--- config.mk ---
export PLATFORM = sky130hd
export DESIGN_NAME = piso_serializer
export DESIGN_NICKNAME = d
export VERILOG_FILES = /design/src/rtl/piso_serializer.sv
export SDC_FILE = /design/constraint.sdc
export NUM_CORES = 1
export LEC_CHECK = 0
export CORE_AREA = 5 5 42 44
export DETAILED_ROUTE_END_ITERATION = 16
export DIE_AREA = 0 0 47 49
export GPL_TIMING_DRIVEN = 0
export PLACE_DENSITY = 0.68
export SYNTH_ARGS = -nofsm -noshare
export SYNTH_HDL_FRONTEND = slang
export SYNTH_SLANG_ARGS = --single-unit
export TNS_END_PERCENT = 100
--- constraint.sdc ---
create_clock -name clk -period 1.5 [get_ports clk]
set_input_delay 0.45 -clock clk [delete_from_list [all_inputs] [get_ports clk]]
set_output_delay 0.45 -clock clk [all_outputs]
set_load 0.02 [all_outputs]
--- src/rtl/piso_serializer.sv ---
// Parallel-in/serial-out shifter with valid/ready load and back-to-back words.
// Optional trailing even-parity bit is enabled with the PISO_PARITY_EN macro.
module piso_serializer #(
  parameter int WIDTH     = 4,
  parameter bit MSB_FIRST = 1'b1
) (
  input  logic             clk,
  input  logic             reset,
  input  logic [WIDTH-1:0] x,
  input  logic             load_valid,
  output logic             load_ready,
  output logic             sout,
  output logic             sout_valid,
  output logic             done
);

  localparam int CNT_W = $clog2(WIDTH + 1);
  localparam logic [CNT_W-1:0] LAST_CNT = CNT_W'(WIDTH);

`ifdef PISO_PARITY_EN
  typedef enum logic [1:0] {IDLE, SHIFT, PARITY} state_t;
  localparam bit DONE_ON_DATA = 1'b0;
`else
  typedef enum logic [0:0] {IDLE, SHIFT} state_t;
  localparam bit DONE_ON_DATA = 1'b1;
`endif

  state_t           r_state;
  logic [CNT_W-1:0] r_cnt;
  logic [WIDTH-1:0] r_shift;
  logic             r_sout;
  logic             r_valid;
  logic             r_done;

  state_t           w_nextState;
  logic [CNT_W-1:0] w_nextCnt;
  logic [CNT_W-1:0] w_cntInc;
  logic [WIDTH-1:0] w_nextShift;
  logic             w_nextSout;
  logic             w_nextValid;
  logic             w_nextDone;
  logic             w_lastData;
  logic             w_readyState;
  logic             w_accept;
  logic             w_firstBit;
  logic             w_headBit;
  logic [WIDTH-1:0] w_loadShift;
  logic [WIDTH-1:0] w_advShift;

`ifdef PISO_PARITY_EN
  logic r_parity;
  logic w_nextParity;
`endif

  // The shift register holds the not-yet-sent bits with the next one at the head.
  assign w_firstBit  = MSB_FIRST ? x[WIDTH-1] : x[0];
  assign w_headBit   = MSB_FIRST ? r_shift[WIDTH-1] : r_shift[0];
  assign w_loadShift = MSB_FIRST ? (x << 1) : (x >> 1);
  assign w_advShift  = MSB_FIRST ? (r_shift << 1) : (r_shift >> 1);

  assign w_cntInc   = r_cnt + CNT_W'(1);
  assign w_lastData = (r_state == SHIFT) && (r_cnt == LAST_CNT);

`ifdef PISO_PARITY_EN
  assign w_readyState = (r_state == IDLE) || (r_state == PARITY);
`else
  assign w_readyState = (r_state == IDLE) || w_lastData;
`endif

  assign load_ready = reset && w_readyState;
  assign w_accept   = load_valid && load_ready;

  always_comb begin
    w_nextState = r_state;
    w_nextCnt   = r_cnt;
    w_nextShift = r_shift;
    w_nextSout  = 1'b0;
    w_nextValid = 1'b0;
    w_nextDone  = 1'b0;
`ifdef PISO_PARITY_EN
    w_nextParity = r_parity;
`endif

    case (r_state)
      IDLE: begin
        w_nextCnt = '0;
      end
      SHIFT: begin
        if (!w_lastData) begin
          w_nextSout  = w_headBit;
          w_nextValid = 1'b1;
          w_nextShift = w_advShift;
          w_nextCnt   = w_cntInc;
          w_nextDone  = DONE_ON_DATA && (w_cntInc == LAST_CNT);
        end else begin
`ifdef PISO_PARITY_EN
          w_nextState = PARITY;
          w_nextSout  = r_parity;
          w_nextValid = 1'b1;
          w_nextDone  = 1'b1;
`else
          w_nextState = IDLE;
          w_nextCnt   = '0;
`endif
        end
      end
`ifdef PISO_PARITY_EN
      PARITY: begin
        w_nextState = IDLE;
        w_nextCnt   = '0;
      end
`endif
      default: begin
        w_nextState = IDLE;
        w_nextCnt   = '0;
      end
    endcase

    // Accept only happens in a ready cycle, so it overrides the drain/idle path.
    if (w_accept) begin
      w_nextState = SHIFT;
      w_nextCnt   = CNT_W'(1);
      w_nextShift = w_loadShift;
      w_nextSout  = w_firstBit;
      w_nextValid = 1'b1;
      w_nextDone  = 1'b0;
`ifdef PISO_PARITY_EN
      w_nextParity = ^x;
`endif
    end
  end

  always_ff @(posedge clk) begin
    if (!reset) begin
      r_state <= IDLE;
      r_cnt   <= '0;
      r_shift <= '0;
      r_sout  <= 1'b0;
      r_valid <= 1'b0;
      r_done  <= 1'b0;
`ifdef PISO_PARITY_EN
      r_parity <= 1'b0;
`endif
    end else begin
      r_state <= w_nextState;
      r_cnt   <= w_nextCnt;
      r_shift <= w_nextShift;
      r_sout  <= w_nextSout;
      r_valid <= w_nextValid;
      r_done  <= w_nextDone;
`ifdef PISO_PARITY_EN
      r_parity <= w_nextParity;
`endif
    end
  end

  assign sout       = r_sout;
  assign sout_valid = r_valid;
  assign done       = r_done;

endmodule

# Yosys cells after proc, flatten, opt, wreduce, memory -nomap -nowiden
# Cells that the tools add are included.
# word_totals
ff_bits	9
wordCells	32
# classes
n_reduce_logical	8
n_mux	12
n_bitwise	2
n_eq_ne	3
add_sub_neg	1
# ops
cell	count
4-bit 2-to-1 mux	3
1-bit 2-to-1 mux	7
3-bit == test, second input constant	2
3-bit one-hot mux with 2 select lines	1
4-bit OR reduction	1
3-bit by 1-bit adder with 3-bit output, second input constant	1
1-bit logical AND	3
3-bit 2-to-1 mux	1
2-bit by 1-bit != test with 1-bit output, second input constant	1
1-bit NOT	2
2-bit AND reduction	1
2-bit nonzero test	1
2-bit OR reduction	1
1-bit logical OR	1

# Depth between registers and ports, before layout
# Gate-level depths: netlist of the first run.
# logic_depth
ltp_word	7
mapped_depth	4
mapped_depth_nobuf	4

# Worst setup path before layout of the first run
# OpenSTA, ideal clock, no wires.
# synth_path
kind	reg-to-output
start	register r_cnt[0]
end	output load_ready
required_time_ns	1.050
path_slack_ns	0.022
path_stages_with_launch	5
n_path_buf	0
arrival_ns	1.028
path_cell_list	dfxtp_1 > inv_1 > ha_1 > a21boi_2 > nor2_1
# synth_via
elab_chain_cells	4
# synth_lines
element	line_no	rtl
from (decl)	29	logic [CNT_W-1:0] r_cnt;
from (signal assigned)	146	r_cnt <= w_nextCnt;
3-bit == test	62	assign w_lastData = (r_state == SHIFT) && (r_cnt == LAST_CNT);
1-bit logical AND	62	
1-bit logical OR	67	assign w_readyState = (r_state == IDLE) || w_lastData;
1-bit logical AND	70	assign load_ready = reset && w_readyState;
to (decl)	11	output logic load_ready,
# No other way between the ends.

# Worst setup path in the final report of the first run
# layout_path
start	register r_cnt[1]
end	output load_ready
# The elaborated chain is that of the path after synthesis.

==> summary.md, run 1 <==
| Metric | Value |
|---|---|
| Final Slew Violations | `0` |
| Post-Route WL | `857 um` |
| RSZ-0062 raised after global routing | `yes` |
| Fin area | `594 um^2` |
| Chip height | `49 um` |
| Syn Inst Count | `43` |
| CTS tree | `yes` |
| Min Tclk post-route | `1.61 ns` |
| First-pass GRT wire length | `1480 um` |
| Reg2reg start | `r_cnt[1]$_SDFF_PP0_` |
| Via density per instance | `4.64` |
| Number of flops mapped to enable cells by yosys | `0` |
| Drt first pass iters | `2` |
| CP startpoint kind | `flop` |
| Setup TNS | `-0.112 ns` |
| Peak VDD IR | `0.398 mV` |
| DRC | `0` |
| Final layout net count | `70` |
| Hold path start | `r_shift[3]$_SDFFE_PN0P_` |
| Drt wl/cell | `11.4 um` |
| Commonest non-fill, non-tap cell in the layout | `dfxtp_1` |
| Maximum root-to-sink buffer count | `2` |
| Largest cells by area after synthesis | `dfxtp_1, mux2i_1, ha_1` |
| TritonCTS Buffers | `3` |
| Outcome | `complete, but fails checks` |
| Main synth FF type | `dfxtp_1` |
| Clk Latency, worst-skew pair | `0.26 ns` |
| Mapped Area | `419 um^2` |
| Average size of a mapped cell | `9.75 um^2` |
| Post-Syn Nets | `53` |
| Routed via count | `348` |
| CP Cell Sequence | `inv_2 -> ha_4 -> a21boi_4 -> nor2_2 -> buf_6` |
| Max Freq | `620 MHz` |
| Gpl congestion | `0.685` |
| P&R area growth vs syn | `41.8%` |
| Arrival time at the worst endpoint | `1.16 ns` |
| Grt total ovfl | `0` |
| CTS root buffer | `clkbuf_4` |
| Core Area | `1400 um^2` |
| Critical path type | `flop to output port` |
| CTS H-Tree Depth | `1` |
| Worst path slowest cell | `dfxtp_2` |
| Final hold vios | `0` |
| Initial DRC count | `4` |
| Rel. slew slack | `0.855` |
| Clock sink count | `9` |
| Max FO, Critical Path | `3` |
| Ys async rst share | `0` |
| Crit. End Element | `output port` |
| Largest net degree at the start of global routing | `10` |
| Vias in the first global route | `361` |
| Worst-path clk slew | `0.06 ns` |
| DP HPWL | `552 um` |
| I/O Buffers | `8` |
| GRT Util Overall | `0.0896` |
| Io pins | `11` |
| Total power | `550 uW` |
| Worst Tran Pin Value | `0.217 ns` |
| Worst setup margin | `-0.112 ns` |
| Placed Area | `519 um^2` |
| Leak | `0.266 nW` |
| Top delay family on crit path | `flip-flops` |
| Synth cell types | `18` |
| N_diodes | `0` |
| Pre-CTS setup slack | `-0.542 ns` |
| Synth warn | `0` |
| Layout fillers | `156` |
| CTS Hold Buffers Added | `0` |
| Share of the synthesized area in the top cell type | `0.430` |
| Critical Path Max Stage Delay | `0.34 ns` |
| CP required | `1.05 ns` |
| Die Wd | `47 um` |
| Layout cells sized above 1 | `0.322` |
| Initial Util | `0.299` |
| Synth area leader | `dfxtp_1` |
| Crit path buffers/inverters | `2` |
| FP Rows | `14` |
| Die area | `2300 um^2` |
| Max cap viols | `0` |
| Yosys reg bits | `9` |
| # setup viols final | `1` |
| Initial antenna violation count | `0` |
| Failing checks | `negative setup slack` |
| Final period utilization | `1.07` |
| CP startpoint | `r_cnt[1]$_SDFF_PP0_` |
| Clk_skew | `0.000926 ns` |
| Most frequent cells in the layout | `dfxtp_1, mux2i_1, nand2_1, clkdlybuf4s50_1, buf_4` |
| Worst hold path type | `flop to flop` |
| Pwr dens | `926 nW/um^2` |
| Register area share after synthesis | `0.430` |
| DRT antenna net count | `0` |
cell families after synthesis:
logic type,Yosys count,share of synthesized area
buffers and inverters,5,0.0507
AOI/OAI and AO/OA,7,0.134
muxes,5,0.119
and+or+nand+nor,14,0.176
DFF,9,0.430
adders and majority gates,3,0.0896
flip-flops by register name (all words and copies together) (netlist names):
name,flops
done,1
r_cnt,3
r_shift,3
sout,1
sout_valid,1
worst min-delay path, cell delays in order, from the launching register on:
cell,delay (ns)
dfxtp_1,0.31
nand2_1,0.06
mux2i_1,0.06
worst paths after layout:
path / to / slack [ns] / depth (start not counted)
worst max-delay path: load_ready / -0.11 / 5
worst min-delay path: sout$_SDFF_PN0_ / 0.48 / 2
worst max register to register: done$_SDFF_PP0_ / 0.15 / 6
worst min register to register: sout$_SDFF_PN0_ / 0.48 / 2
through the flow:
| step | utilization | hold WS (ns) | std cells |
|---|---|---|---|
| after floorplan | - | 0.437 | 43 |
| after detailed placement | 0.371 | 0.461 | 67 |
| after global routing | 0.424 | 0.506 | 75 |
| final | 0.424 | 0.482 | 75 |
| after global placement | 0.371 | 0.451 | 67 |
| after CTS | 0.418 | 0.483 | 74 |
metal layers:
layer | routed length [um] | global-route usage | up-vias
met3 | 77 | 0.0664 | 0
li1 | - | - | 178
met4 | 0 | 0.0138 | 0
met1 | 357 | 0.115 | 159
met5 | 0 | 0 | -
met2 | 422 | 0.122 | 11
final cells by class:
| class | instances | area [um^2] | share of cell area |
|---|---|---|---|
| buffer | 2 | 10.0 | 0.0168 |
| clock buffer | 4 | 26.3 | 0.0442 |
| inverter | 3 | 11.3 | 0.0189 |
| multi-input combinational | 29 | 240 | 0.404 |
| sequential | 9 | 183 | 0.307 |
| tap | 16 | 20.0 | 0.0337 |
| timing repair buffer | 12 | 104 | 0.175 |
cells in the mapped netlist, drive strengths merged (2+ instances only):
master / number
buf: 2
dfxtp: 9
a21oi: 2
a221oi: 2
ha: 3
mux2i: 5
inv: 3
nand2b: 2
nand2: 4
nor2b: 2
nand3: 2
repair_timing:
item | 4_1_cts | 5_1_grt
pin swaps | 2 | 2
setup endpoints to repair | 4 | 2
setup buffers | 3 | 1
gates resized for setup | 15 | 4
report_power, final:
part	total (mW)	internal (mW)	switching (mW)
clock	0.184	0.102	0.0815
combinational	0.104	0.0584	0.0459
sequential	0.262	0.253	0.00908
total	0.550	0.414	0.136
Power figures use the tool's default switching activity.
==> run 2, diff against run 1 <==
--- a/config.mk
+++ b/config.mk
@@ -8,7 +8,6 @@
 export CORE_AREA = 5 5 42 44
 export DETAILED_ROUTE_END_ITERATION = 16
 export DIE_AREA = 0 0 47 49
-export GPL_TIMING_DRIVEN = 0
 export PLACE_DENSITY = 0.68
 export SYNTH_ARGS = -nofsm -noshare
 export SYNTH_HDL_FRONTEND = slang
==> run 2 against run 1 <==
The flow still finishes with violations (negative setup slack). Clock skew about the same. Sequential power about the same. Highest routed layer unchanged. Worst hold slack got worse by 0.016 ns. Global-route usage decreased by 0.79 points. First-iteration DRC count increased to 2.8 times the previous value. Register-to-register slack improved by 0.11 ns. Wire length decreased by 2.1%. Sequential cell count unchanged. Non-clock buffer count increased by 6. Critical path type unchanged.
==> summary.md, run 2 (synthesis gave the netlist of run 1 again) <==
| Metric | Value |
|---|---|
| Outcome | `complete, but fails checks` |
| Failing checks | `negative setup slack` |
| FP Rows | `14` |
| Post-Route WL | `839 um` |
| Min Tclk post-route | `1.60 ns` |
| Reg-to-reg slack, setup | `0.26 ns` |
| Die area | `2300 um^2` |
| Max cap viols | `0` |
| CTS root buffer | `clkbuf_4` |
| Drt wl/cell | `10.4 um` |
| Crit. End Element | `output port` |
| Initial Util | `0.299` |
| Grt total ovfl | `0` |
| Fin cells | `81` |
| Critical Path Max Stage Delay | `0.33 ns` |
| Fin util | `0.453` |
| Largest regs | `r_cnt x3, r_shift x3` |
| Peak VDD IR | `0.512 mV` |
| Worst reg2reg endpoint | `done$_SDFF_PP0_` |
| Final period utilization | `1.06` |
| Pwr dens | `872 nW/um^2` |
| Worst setup margin | `-0.0951 ns` |
| Critical path type | `flop to output port` |
| CTS H-Tree Depth | `1` |
| Gpl congestion | `0.675` |
| # setup viols final | `1` |
| DRT antenna net count | `0` |
| Fin area | `634 um^2` |
| Die Wd | `47 um` |
| Via density per instance | `4.60` |
| CTS Hold Buffers Added | `0` |
| CP startpoint kind | `flop` |
| Final hold vios | `0` |
| Clk_skew | `0.000742 ns` |
| DP HPWL | `671 um` |
| Setup crit end | `load_ready` |
| Worst Reg2Reg Path Length in Cells | `4` |
| Reg2reg start | `r_cnt[0]$_SDFF_PN0_` |
| Layout fillers | `157` |
| Layout cells sized above 1 | `0.338` |
| Initial DRC count | `11` |
| Worst path slowest cell | `dfxtp_2` |
| Vias in the first global route | `334` |
| N_diodes | `0` |
| Most frequent cells in the layout | `buf_4, dfxtp_1, mux2i_1, clkdlybuf4s50_1, nand2_1` |
| CP required | `1.05 ns` |
| DRC | `0` |
| Maximum root-to-sink buffer count | `2` |
| Worst Tran Pin Value | `0.259 ns` |
| Drt first pass iters | `4` |
| Chip height | `49 um` |
| GRT Util Overall | `0.0817` |
| Max FO, Critical Path | `2` |
| I/O Buffers | `10` |
| Io pins | `11` |
| Final Slew Violations | `0` |
| Max Freq | `627 MHz` |
| Worst-path clk slew | `0.06 ns` |
| Initial antenna violation count | `0` |
| Worst hold path type | `flop to flop` |
| Largest net degree at the start of global routing | `9` |
| Commonest non-fill, non-tap cell in the layout | `buf_4` |
| CP startpoint | `r_cnt[1]$_SDFF_PP0_` |
| Clk Latency, worst-skew pair | `0.26 ns` |
| Leak | `0.293 nW` |
| Arrival time at the worst endpoint | `1.15 ns` |
| Core Area | `1400 um^2` |
| First-pass GRT wire length | `1320 um` |
| Clock sink count | `9` |
| Routed via count | `373` |
| P&R area growth vs syn | `51.3%` |
| TritonCTS Buffers | `3` |
| RSZ-0062 raised after global routing | `yes` |
| Rel. slew slack | `0.827` |
| Total placed cells including tap cells | `77` |
| Final layout net count | `76` |
| Placed Area | `604 um^2` |
| CP Cell Sequence | `inv_2 -> ha_4 -> a21boi_2 -> nor2_1 -> buf_4` |
| CTS tree | `yes` |
[run 2: changes by cell type in the layout (fill, tap and decap cells not counted)]
cell and delta:
buf_6 -1, a21boi_2 +1, a21boi_4 -1, buf_4 +7, nor2_1 +1, dlygate4sd2_1 +1, clkdlybuf4s50_1 +1, nor2_2 -1
buf_2 -2
[run 2: final cells by class]
class                           count  area [um^2]  share of cell area
Multi-Input combinational cell     29          230               0.363
Sequential cell                     9          183               0.288
Timing Repair Buffer               20          164               0.258
Clock buffer                        4         26.3              0.0414
Tap cell                           16         20.0              0.0316
Inverter                            3         11.3              0.0178
[run 2: worst min path at each step]
| stage | start | end | cells after the start |
|---|---|---|---|
| floorplan | r_shift[3]$_SDFFE_PN0P_ | sout$_SDFF_PN0_ | 2 |
| global placement | r_shift[3]$_SDFFE_PN0P_ | sout$_SDFF_PN0_ | 2 |
| detailed placement | r_shift[3]$_SDFFE_PN0P_ | sout$_SDFF_PN0_ | 2 |
| CTS | r_shift[3]$_SDFFE_PN0P_ | sout$_SDFF_PN0_ | 2 |
| global route | r_shift[3]$_SDFFE_PN0P_ | sout$_SDFF_PN0_ | 2 |
| finish | r_shift[3]$_SDFFE_PN0P_ | sout$_SDFF_PN0_ | 2 |
[run 2: worst max-delay path, delay by kind of cell, from the launching register on]
kind / cells / cell delay (ns)
flops: 1 / 0.33
compound gates: 1 / 0.14
buf+inv: 2 / 0.19
fa+ha+maj: 1 / 0.15
simple gates: 1 / 0.06
[run 2: layer usage]
layer,track usage,vias to the layer above,share of wire
li1,-,191,-
met1,0.112,169,0.42
met3,0.0295,0,0.11
met5,0,-,0
met2,0.102,13,0.47
met4,0.0553,0,0
[run 2: stage by stage]
step,hold slack (ns),setup TNS (ns),power [mW],setup WS (ns)
floorplan,0.437,0,0.315,0.0217
global placement,0.452,-0.729,0.369,-0.619
detailed placement,0.459,-0.789,0.372,-0.624
CTS,0.471,-0.109,0.567,-0.109
global route,0.486,-0.185,0.596,-0.185
finish,0.467,-0.0951,0.553,-0.0951
[run 2: timing repair]
action	4_1_cts	5_1_grt
pin swaps	3	0
gates resized for setup	16	1
setup endpoints to repair	4	2
buffers inserted	0	0
[run 2: power by group]
part | internal, mW | switching, mW | total (mW)
sequential | 0.253 | 0.00637 | 0.259
clock | 0.103 | 0.0846 | 0.187
combinational | 0.0616 | 0.0452 | 0.107
